==> src/rtl/demux183_hs_pkg.sv <==
// Shared definitions for the demux183_hs write-side demultiplexer: widths,
// FSM state encoding and register write-back channel names.
`ifndef REG_WIDTH
`define REG_WIDTH 8
`endif

package demux183_hs_pkg;

    localparam int SEL_WIDTH = 3;
    localparam int NUM_CH    = 8;

    typedef enum logic {
        ST_IDLE = 1'b0,
        ST_HOLD = 1'b1
    } state_t;

    // Destination names when the block drives CPU register write-back.
    typedef enum logic [SEL_WIDTH-1:0] {
        CH_A   = 3'd0,
        CH_X   = 3'd1,
        CH_Y   = 3'd2,
        CH_SP  = 3'd3,
        CH_P   = 3'd4,
        CH_PCL = 3'd5,
        CH_PCH = 3'd6,
        CH_BUS = 3'd7
    } ch_t;

endpackage

==> src/rtl/demux183_hs_dec.sv <==
// Combinational 3-bit to one-hot-8 decoder; drives both the per-channel
// write enables and the value loaded into out_valid.
import demux183_hs_pkg::*;

module dec_3to8 (
    input  logic [SEL_WIDTH-1:0] sel,
    output logic [NUM_CH-1:0]    onehot
);

    assign onehot = NUM_CH'(1) << sel;

endmodule

==> src/rtl/demux183_hs.sv <==
// Registered 1-to-8 demultiplexer with valid/ready handshake and a
// programmable hold timeout that drops an unaccepted transfer.
import demux183_hs_pkg::*;

module demux183_hs #(
    parameter int SIGNAL_WIDTH  = `REG_WIDTH,
    parameter int TIMEOUT       = 15,
    parameter int TIMEOUT_WIDTH = 4
) (
    input  logic                    clk,
    input  logic                    rst_n,
    input  logic [SIGNAL_WIDTH-1:0] in_data,
    input  logic [SEL_WIDTH-1:0]    in_sel,
    input  logic                    in_valid,
    output logic                    in_ready,
    output logic [SIGNAL_WIDTH-1:0] out0,
    output logic [SIGNAL_WIDTH-1:0] out1,
    output logic [SIGNAL_WIDTH-1:0] out2,
    output logic [SIGNAL_WIDTH-1:0] out3,
    output logic [SIGNAL_WIDTH-1:0] out4,
    output logic [SIGNAL_WIDTH-1:0] out5,
    output logic [SIGNAL_WIDTH-1:0] out6,
    output logic [SIGNAL_WIDTH-1:0] out7,
    output logic [NUM_CH-1:0]       out_valid,
    input  logic [NUM_CH-1:0]       out_ready,
    output logic                    busy,
    output logic                    drop
);

    localparam bit TIMEOUT_EN = (TIMEOUT != 0);
    localparam logic [TIMEOUT_WIDTH-1:0] CNT_LAST =
        TIMEOUT_EN ? TIMEOUT_WIDTH'(TIMEOUT - 1) : '0;

    state_t                   state;
    logic [SEL_WIDTH-1:0]     sel_q;
    logic [TIMEOUT_WIDTH-1:0] cnt;
    logic [SIGNAL_WIDTH-1:0]  data_q [NUM_CH];
    logic [NUM_CH-1:0]        sel_onehot;
    logic                     accept;
    logic                     ready_hit;

    dec_3to8 u_dec (
        .sel    (in_sel),
        .onehot (sel_onehot)
    );

    // in_ready depends only on registered state and reset, never on in_valid.
    assign in_ready  = rst_n & (state == ST_IDLE);
    assign busy      = (state == ST_HOLD);
    assign accept    = in_valid & (state == ST_IDLE);
    assign ready_hit = out_ready[sel_q];

    // NOTE: all state here uses non-blocking assignments so every register
    // samples pre-edge values; blocking would make ordering leak into logic.
    always_ff @(posedge clk) begin
        if (!rst_n) begin
            state     <= ST_IDLE;
            sel_q     <= '0;
            cnt       <= '0;
            out_valid <= '0;
            drop      <= 1'b0;
            // NOTE: the channel registers are a reset-cleared register file,
            // not a RAM, so clearing them here is intended and cheap.
            for (int k = 0; k < NUM_CH; k++) data_q[k] <= '0;
        end else begin
            drop <= 1'b0;
            unique case (state)
                ST_IDLE: begin
                    if (accept) begin
                        for (int k = 0; k < NUM_CH; k++)
                            if (sel_onehot[k]) data_q[k] <= in_data;
                        out_valid <= sel_onehot;
                        sel_q     <= in_sel;
                        cnt       <= '0;
                        state     <= ST_HOLD;
                    end
                end
                ST_HOLD: begin
                    // A ready on the selected sink wins over a coincident timeout.
                    if (ready_hit) begin
                        out_valid <= '0;
                        state     <= ST_IDLE;
                    end else if (TIMEOUT_EN && cnt == CNT_LAST) begin
                        out_valid <= '0;
                        drop      <= 1'b1;
                        state     <= ST_IDLE;
                    end else if (TIMEOUT_EN) begin
                        cnt <= cnt + 1'b1;
                    end
                end
                default: state <= ST_IDLE;
            endcase
        end
    end

    assign out0 = data_q[0];
    assign out1 = data_q[1];
    assign out2 = data_q[2];
    assign out3 = data_q[3];
    assign out4 = data_q[4];
    assign out5 = data_q[5];
    assign out6 = data_q[6];
    assign out7 = data_q[7];

endmodule

==> config.mk <==
export PLATFORM = sky130hd
export DESIGN_NAME = demux183_hs
export DESIGN_NICKNAME = d
export VERILOG_FILES = /design/src/rtl/demux183_hs_pkg.sv /design/src/rtl/demux183_hs_dec.sv /design/src/rtl/demux183_hs.sv
export SDC_FILE = /design/constraint.sdc
export NUM_CORES = 1
export LEC_CHECK = 0
export ABC_AREA = 1
export CORE_MARGIN = 2
export CORE_UTILIZATION = 40
export DETAILED_ROUTE_END_ITERATION = 8
export DONT_BUFFER_PORTS = 1
export GPL_TIMING_DRIVEN = 0
export HOLD_SLACK_MARGIN = 0.03
export PLACE_DENSITY = 0.62
export SETUP_SLACK_MARGIN = 0.15
export SLEW_MARGIN = 30
export SYNTH_ARGS = -nofsm -noshare
export SYNTH_HDL_FRONTEND = slang
export SYNTH_SLANG_ARGS = --single-unit
==> constraint.sdc <==
create_clock -name clk -period 1.8 [get_ports clk]
set_input_delay 0.36 -clock clk [delete_from_list [all_inputs] [get_ports clk]]
set_output_delay 0.36 -clock clk [all_outputs]
set_load 0.1 [all_outputs]
==> flow_summary_export.csv, run 1 <==
group,metric,value,unit
timing,finalMaxSlewViolations,0,
timing,fin_ws,82.5,ps
global_routing,antenna_found_initial,0,
clock_network,clk_pin_slew,80,ps
route,route.vias.total,1877,
synth,synth_warnings,0,
synth,synth_area,3100,um^2
route,postRouteAntennaNets,0,
die,core,7610,um^2
clock_network,hold_buffers,0,
timing,fin_worst_skew,6.12,ps
synth,synth_seq_cells,81,
timing,hold_ws,152,ps
finish,syn_to_final_growth,16.2,%
run_status,status,"finished, final reports clean",
flow_run,maxCapViolCount,0,
setup_path,start_kind,"flip-flop",
synth,avgSynthCellArea,12.0,um^2
setup_path,worstSetupPathType,"flip-flop to primary output",
power,p_seq_frac,0.615,
route,routed_via_density,4.99,
power,p_per_area,1240,nW/um^2
power,switching_share,0.336,
synth,seq_area_frac_synth,0.731,
die,io_pins,97,
synth,synth_cell_types,25,
timing,rsz0062_at_grt,"true",
global_routing,grt_usage,0.167,
finish,stdcell_count,376,
setup_path,critical_path.top_delay_family,"simple AND/OR/NAND/NOR gates",
die,fp.dieW,92.0,um
finish,nets,294,
global_routing,grt_first_pass_wirelength,10400,um
finish,diodes,0,
place,post-place-ws,-28.1,ps
clock_network,numClockSinks,81,
route,dr.pass1.iters,4,
die,start_util,0.407,
setup_path,critPathRequiredTime,1440,ps
die,row_count,32,
timing,period_needed,1720,ps
min_path,hp-class,"input pin to flip-flop",
route,wl_per_cell,18.1,um
die,dieHeight,92.0,um
place,dp.final_hpwl,4790,um
setup_path,crit_fanout,7,
die,fp.dieArea,8460,um^2
timing,fin_crit_sh,0.954,
timing,worst_pin_slew,1110,ps
timing,finalSetupViolCount,0,
global_routing,grt_pass1_vias,1840,
power,p_comb_frac,0.060,
clock_network,tritoncts,"built",
setup_path,cp_num_buf_inv,0,
clock_network,insertion_delay,350,ps
finish,final_common_cell,"edfxtp_1",
finish,fillers,688,
setup_path,cp.arrival,1360,ps
setup_path,crit_path_max_incr_delay,520,ps
power,p_switching,1500,uW
setup_path,crit_chain,"nor2_4",
power,intPower,2970,uW
route,wl,6790,um
setup_path,endpoint_kind,"primary output",
route,drt_first_iter_violations,93,
clock_network,clk_path_buf_depth,2,
timing,max_slew_margin,0.259,
finish,drive_gt1_frac,0.241,
timing,setup_tns,0,ps
route,drc_errors,0,
finish,layout.cells.most_common_list,"64 x edfxtp_1, 49 x nor2_1, 36 x nand2_1, 15 x inv_1",
power,p_leak,0.00133,uW
synth,synth_cells,258,
clock_network,cts_max_level,3,
global_routing,grt_max_degree,15,
power,vdd_drop_max,0.396,mV
clock_network,root_buffer,"clkbuf_8",
place,gp_congestion,0.776,
timing,max_freq,0.582,GHz
place,placed_cells,360,
place,portBuffers,0,
power,clock_power_share,0.325,
setup_path,cp_slowest_cell,"nor2_4",
clock_network,cts_inserted_buffers,9,
timing,hold_viol,0,
global_routing,gr-total-overflow,0,
synth,syn-num-nets,282,
## cell usage after synthesis
cell type | instances | share of area
nand3b_2 | 1 | 0.0036
nor2_1 | 50 | 0.061
nand4_4 | 1 | 0.0069
buf_2 | 2 | 0.0032
dfxtp_1 | 17 | 0.11
nand2_2 | 1 | 0.0020
nand2_4 | 1 | 0.0036
clkbuf_1 | 2 | 0.0024
nand2_1 | 44 | 0.053
a21oi_2 | 6 | 0.017
nor3_1 | 8 | 0.013
nor2_2 | 5 | 0.010
nor2_4 | 1 | 0.0036
inv_1 | 15 | 0.018
clkinv_1 | 1 | 0.0012
a21oi_1 | 7 | 0.011
ha_1 | 2 | 0.0081
nand4_1 | 3 | 0.0061
nand3_2 | 2 | 0.0065
xor2_1 | 1 | 0.0028
nand3_1 | 9 | 0.015
edfxtp_1 | 64 | 0.62
o21ai_0 | 5 | 0.0081
inv_2 | 9 | 0.011
nor4_1 | 1 | 0.0020
## layout make-up
class | count | area (um^2) | area share
sequential | 81 | 2280 | 0.633
multi-input combinational | 148 | 832 | 0.231
tap | 102 | 128 | 0.0355
clock buffer | 9 | 124 | 0.0344
inverter | 25 | 104 | 0.0289
clock inverter | 6 | 93.8 | 0.0261
buffer | 4 | 30.0 | 0.00835
timing repair buffer | 1 | 7.51 | 0.00209
## power groups by stage
stage               Combinational [uW]  Clock [uW]  Sequential (uW)
finish                             268        1450             2750
CTS                                253        1480             2750
global placement                   236           0             2790
floorplan                          184           0             2770
global route                       300        1550             2760
detailed placement                 243           0             2790
## layer usage
layer	track usage	vias up	wire length, um
met5	0	-	0
met2	0.265	81	3140
met1	0.205	893	2960
li1	-	895	-
met4	0.0597	0	87
met3	0.0723	8	604
## sequential cells by signal (all words and copies together), names as in the netlist
name / count
drop: 1
out_valid: 8
cnt: 4
data_q: 64
sel_q: 3
busy: 1
## through the flow
step | area (um^2) | util | power, uW
6_report | 3600 | 0.473 | 4470
4_1_cts | 3500 | 0.461 | 4480
3_5_place_dp | 3240 | 0.426 | 3030
3_3_place_gp | 3240 | 0.426 | 3020
2_1_floorplan | 3110 | - | 2950
5_1_grt | 3600 | 0.473 | 4600
## kinds of logic after synthesis
family / after synthesis / share of synthesized area
compound gates: 18 / 0.0364
flops: 81 / 0.731
fa+ha+maj: 2 / 0.00808
xor+xnor: 1 / 0.00283
simple gates: 127 / 0.186
buf+inv: 29 / 0.0360
## final timing paths
kind / start / to / slack [ps] / depth (start not counted)
min: in_sel[2] / sel_q[2] / 150 / 2
max reg2reg: busy / data_q[1][30] / 210 / 6
max: busy / in_ready / 80 / 1
min reg2reg: cnt[0] / cnt[0] / 510 / 1
## repair_timing
action,4_1_cts,5_1_grt
buffers inserted,1,0
endpoints found under the hold margin,0,0
pin swaps,1,0
resized for setup,18,20
endpoints found under the setup margin,130,121
No activity file was read; power rests on OpenSTA's default activity.
==> run 2: changes to the inputs <==
GPL_TIMING_DRIVEN = 1   (was 0)
==> run 2 against run 1 <==
Critical path depth up 2. Sequential share of layout area down 6.9 points. Cell count increased by 20%. Wire length is 1.9% higher. Sequential power is 22% lower. Global-route usage increased by 0.19 points. Clock skew increased by 4.1 ps. Clock-buffer cell count unchanged. Worst setup slack better by 110 ps. Via count increased by 14%. Critical endpoint unchanged.
==> flow_summary_export.csv, run 2 (synthesized netlist as in run 1, its figures left out) <==
group,metric,value,unit
clock_network,numClockSinks,81,
timing,max_freq,0.624,GHz
finish,layout.cells.most_common_list,"76 x buf_4, 64 x edfxtp_1, 49 x nor2_1, 42 x nand2_1, 16 x dfxtp_1",
clock_network,cts_setup_buffers,0,
route,drt_first_iter_violations,97,
finish,largest-register,"data_q",
global_routing,grt_first_pass_wirelength,10500,um
power,total_power,4350,uW
setup_path,worstRegToRegCells,7,
timing,finalMaxSlewViolations,0,
setup_path,reg2reg_slack,240,ps
clock_network,clk_pin_slew,90,ps
min_path,hp-start,"rst_n",
setup_path,cp.arrival,1240,ps
timing,max_slew_margin,0.716,
route,postRouteAntennaNets,0,
die,io_pins,97,
global_routing,grt_max_degree,25,
timing,hold_ws,115,ps
clock_network,cts_inserted_buffers,9,
power,p_per_area,1080,nW/um^2
timing,hold_viol,0,
power,vdd_drop_max,0.402,mV
setup_path,critPathRequiredTime,1440,ps
finish,largestRegisters,"data_q: 64 flops, out_valid: 8 flops, cnt: 4 flops",
setup_path,start_kind,"flip-flop",
clock_network,hold_buffers,0,
finish,nets,367,
setup_path,crit_start,"busy",
global_routing,grt_usage,0.169,
timing,setup_tns,0,ps
die,fp.dieArea,8460,um^2
die,start_util,0.407,
flow_run,maxCapViolCount,0,
route,wl_per_cell,15.4,um
route,routed_via_density,4.77,
setup_path,cp-endpoint,"in_ready",
clock_network,root_buffer,"clkbuf_8",
run_status,status,"finished, final reports clean",
global_routing,gr-total-overflow,0,
timing,fin_crit_sh,0.891,
route,dr.pass1.iters,4,
setup_path,rr_endpoint,"data_q[0][18]",
finish,fillers,687,
setup_path,worstSetupPathType,"flip-flop to primary output",
route,route.vias.total,2148,
setup_path,rr_startpoint,"busy",
global_routing,antenna_found_initial,0,
finish,stdcell_count,450,
finish,drive_gt1_frac,0.362,
timing,rsz0062_at_grt,"false",
route,drc_errors,0,
setup_path,crit_fanout,6,
timing,fin_worst_skew,10.2,ps
min_path,hp-class,"input pin to flip-flop",
finish,final_common_cell,"buf_4",
clock_network,clk_path_buf_depth,2,
finish,largest_reg_flops,64,
die,row_count,32,
clock_network,cts_max_level,3,
timing,period_needed,1600,ps
finish,diodes,0,
place,gp_congestion,0.819,
finish,post-route-util,0.527,
global_routing,grt_pass1_vias,2011,
route,wl,6920,um
clock_network,insertion_delay,370,ps
place,portBuffers,0,
setup_path,endpoint_kind,"primary output",
place,dp.final_hpwl,5020,um
die,core,7610,um^2
place,placed_cells,434,
timing,finalSetupViolCount,0,
timing,worst_pin_slew,426,ps
die,fp.dieW,92.0,um
die,dieHeight,92.0,um
power,p_leak,0.00167,uW
finish,syn_to_final_growth,29.6,%
clock_network,tritoncts,"built",
==> run 2: cell types whose count changed in the layout (fill, tap and decap cells not counted), moves of 4 or more <==
cell,previous run,this run
buf_4,1,76
inv_4,4,0
dfxtp_1,7,16
inv_2,5,9
dfxtp_2,9,0
nand2_1,36,42
==> run 2: what timing repair did <==
| item | CTS | global route |
|---|---|---|
| setup endpoints to repair | 1 | 7 |
| endpoints found under the hold margin | 0 | 0 |
| resized for setup | 1 | 2 |
==> run 2: worst min-delay path by stage <==
stage,endpoint,slack (ps),depth (start not counted)
2_1_floorplan,cnt[0],450,1
3_3_place_gp,out_valid[0],460,2
3_5_place_dp,out_valid[0],460,2
4_1_cts,cnt[0],100,2
5_1_grt,cnt[2],100,2
6_report,cnt[0],110,2
==> run 2: stage by stage <==
stage | worst slack (ps) | area [um^2]
2_1_floorplan | 226 | 3110
3_3_place_gp | 241 | 3820
3_5_place_dp | 171 | 3820
4_1_cts | 182 | 4010
5_1_grt | 151 | 4010
6_report | 197 | 4010
==> run 2: critical path, stage by stage, from the launching register on <==
cell and delay, ps:
dfxtp_4 360, buf_6 190, nor2_4 150, buf_12 180
==> run 2: layout make-up <==
type | count | area, um^2 | area share
clock inverter | 7 | 61.3 | 0.0153
sequential | 81 | 2270 | 0.565
tap | 102 | 128 | 0.0318
clock buffer | 9 | 124 | 0.0309
timing repair buffer | 78 | 602 | 0.150
multi-input combinational | 148 | 738 | 0.184
inverter | 25 | 93.8 | 0.0234
==> run 2: layer usage <==
| metal | track usage | part of all wire | up-vias |
|---|---|---|---|
| met5 | 0 | 0 | - |
| met4 | 0.0771 | 0.020 | 0 |
| li1 | - | - | 1041 |
| met2 | 0.262 | 0.47 | 95 |
| met1 | 0.208 | 0.40 | 1001 |
| met3 | 0.0690 | 0.11 | 11 |
==> run 2: report_power, final <==
part | total (uW) | switching, uW | internal [uW]
clock | 1250 | 728 | 524
sequential | 2150 | 42.0 | 2110
combinational | 946 | 786 | 160
total | 4350 | 1560 | 2790
==> run 3: changes to the inputs <==
MAX_ROUTING_LAYER = met4   (was unset)
==> run 3 against run 2 <==
Flip-flop and latch count stayed put. Hold slack better by 2.2 ps. Clock skew is 1.6 ps lower. Via count is 0.56% higher. Critical path depth stayed put. Utilization stayed put. Clock power hardly changed. Combinational power hardly changed. Global-route usage is 0.48 points higher. Power hardly changed. Sequential power hardly changed. Non-clock buffer count stayed put. Largest cell class unchanged. Largest power group unchanged.
==> flow_summary_export.csv, run 3 (synthesized netlist as in run 1, its figures left out) <==
group,metric,value,unit
run_status,status,"finished, final reports clean",
die,io_pins,97,
route,drc_errors,0,
timing,worst_pin_slew,426,ps
finish,drive_gt1_frac,0.362,
route,dr.pass1.iters,4,
clock_network,numClockSinks,81,
global_routing,grt_max_degree,25,
power,intPower,2790,uW
route,routed_via_density,4.80,
route,postRouteAntennaNets,0,
min_path,hp-start,"rst_n",
route,drt_first_iter_violations,108,
finish,final_common_cell,"buf_4",
power,p_switching,1550,uW
power,vdd_drop_max,0.403,mV
timing,fin_worst_skew,8.62,ps
die,fp.dieW,92.0,um
die,core,7610,um^2
timing,period_needed,1600,ps
clock_network,root_buffer,"clkbuf_8",
route,wl,6980,um
place,portBuffers,0,
setup_path,crit_start,"busy",
timing,finalMaxSlewViolations,0,
place,gp_congestion,0.831,
clock_network,tritoncts,"built",
timing,setup_tns,0,ps
setup_path,worstSetupPathType,"flip-flop to primary output",
power,total_power,4350,uW
die,fp.dieArea,8460,um^2
setup_path,start_kind,"flip-flop",
setup_path,cp.arrival,1240,ps
clock_network,cts_max_level,3,
die,start_util,0.407,
power,p_leak,0.00167,uW
place,dp.final_hpwl,5020,um
power,switching_share,0.357,
timing,hold_viol,0,
die,row_count,32,
timing,rsz0062_at_grt,"false",
clock_network,cts_setup_buffers,0,
timing,finalSetupViolCount,0,
setup_path,rr_endpoint,"data_q[0][18]",
timing,hold_ws,117,ps
route,wl_per_cell,15.5,um
clock_network,cts_inserted_buffers,9,
finish,nets,367,
global_routing,antenna_found_initial,0,
setup_path,rr_startpoint,"busy",
finish,largest-register,"data_q",
finish,layout.cells.most_common_list,"76 x buf_4, 64 x edfxtp_1, 49 x nor2_1, 42 x nand2_1, 16 x dfxtp_1",
finish,largestRegisters,"data_q: 64 flops, out_valid: 8 flops, cnt: 4 flops",
clock_network,clk_pin_slew,90,ps
route,route.vias.total,2160,
timing,max_freq,0.624,GHz
setup_path,reg2reg_slack,240,ps
timing,max_slew_margin,0.716,
power,clock_power_share,0.287,
setup_path,cp-endpoint,"in_ready",
power,p_per_area,1080,nW/um^2
finish,syn_to_final_growth,29.6,%
clock_network,clk_path_buf_depth,2,
clock_network,hold_buffers,0,
min_path,hp-class,"input pin to flip-flop",
clock_network,insertion_delay,370,ps
setup_path,worstRegToRegCells,7,
setup_path,crit_fanout,6,
die,dieHeight,92.0,um
global_routing,gr-total-overflow,0,
flow_run,maxCapViolCount,0,
power,p_seq_frac,0.495,
global_routing,grt_first_pass_wirelength,10500,um
timing,fin_crit_sh,0.890,
power,p_comb_frac,0.218,
global_routing,grt_usage,0.174,
global_routing,grt_pass1_vias,2012,
finish,diodes,0,
finish,largest_reg_flops,64,
setup_path,critPathRequiredTime,1440,ps
setup_path,endpoint_kind,"primary output",
[run 3: cell counts in the layout (fill, tap and decap cells not counted)]
Identical to the previous run, type by type.
[run 3: worst max-delay path: stages (launching register included)]
cell	delay (ps)
dfxtp_4	360
buf_6	190
nor2_4	150
buf_12	180
[run 3: cell type report]
cell class                      count  area (um^2)
Sequential cell                    81         2270
Timing Repair Buffer               78          602
Tap cell                          102          128
Clock buffer                        9          124
Multi-Input combinational cell    148          738
Inverter                           25         93.8
Fill cell                         687         3590
Clock inverter                      7         61.3
[run 3: worst min path at each step]
| stage | end | slack (ps) | depth (start not counted) |
|---|---|---|---|
| 2_1_floorplan | cnt[0] | 450 | 1 |
| 6_report | cnt[0] | 120 | 2 |
| 5_1_grt | cnt[2] | 100 | 2 |
| 3_3_place_gp | out_valid[0] | 460 | 2 |
| 4_1_cts | cnt[0] | 100 | 2 |
| 3_5_place_dp | out_valid[0] | 460 | 2 |
[run 3: what timing repair did]
| action | 4_1_cts | 5_1_grt |
|---|---|---|
| resized for setup | 1 | 2 |
| endpoints found under the setup margin | 1 | 7 |
| cloned | 0 | 0 |
[run 3: routing by layer]
metal  global-route usage  vias up  share of wire
li1                     -     1040              -
met1                0.209     1018           0.41
met2                0.263       95           0.48
met3               0.0666        7          0.096
met4               0.0771        0          0.013
met5                    -        -              0
[run 3: metrics by stage]
step                      setup slack (ps)  area [um^2]  std cells   util
after global placement                 241         3820        434  0.502
after CTS                              182         4010        450  0.527
after global routing                   151         4010        450  0.527
after detailed placement               171         3820        434  0.502
final                                  198         4010        450  0.527
after floorplan                        226         3110        258      -
[run 3: power by group through the flow]
stage	Clock (uW)	Sequential, uW	Combinational, uW
floorplan	0	2770	184
global placement	0	2190	940
detailed placement	0	2200	950
CTS	1270	2150	951
global route	1360	2160	980
finish	1250	2150	947
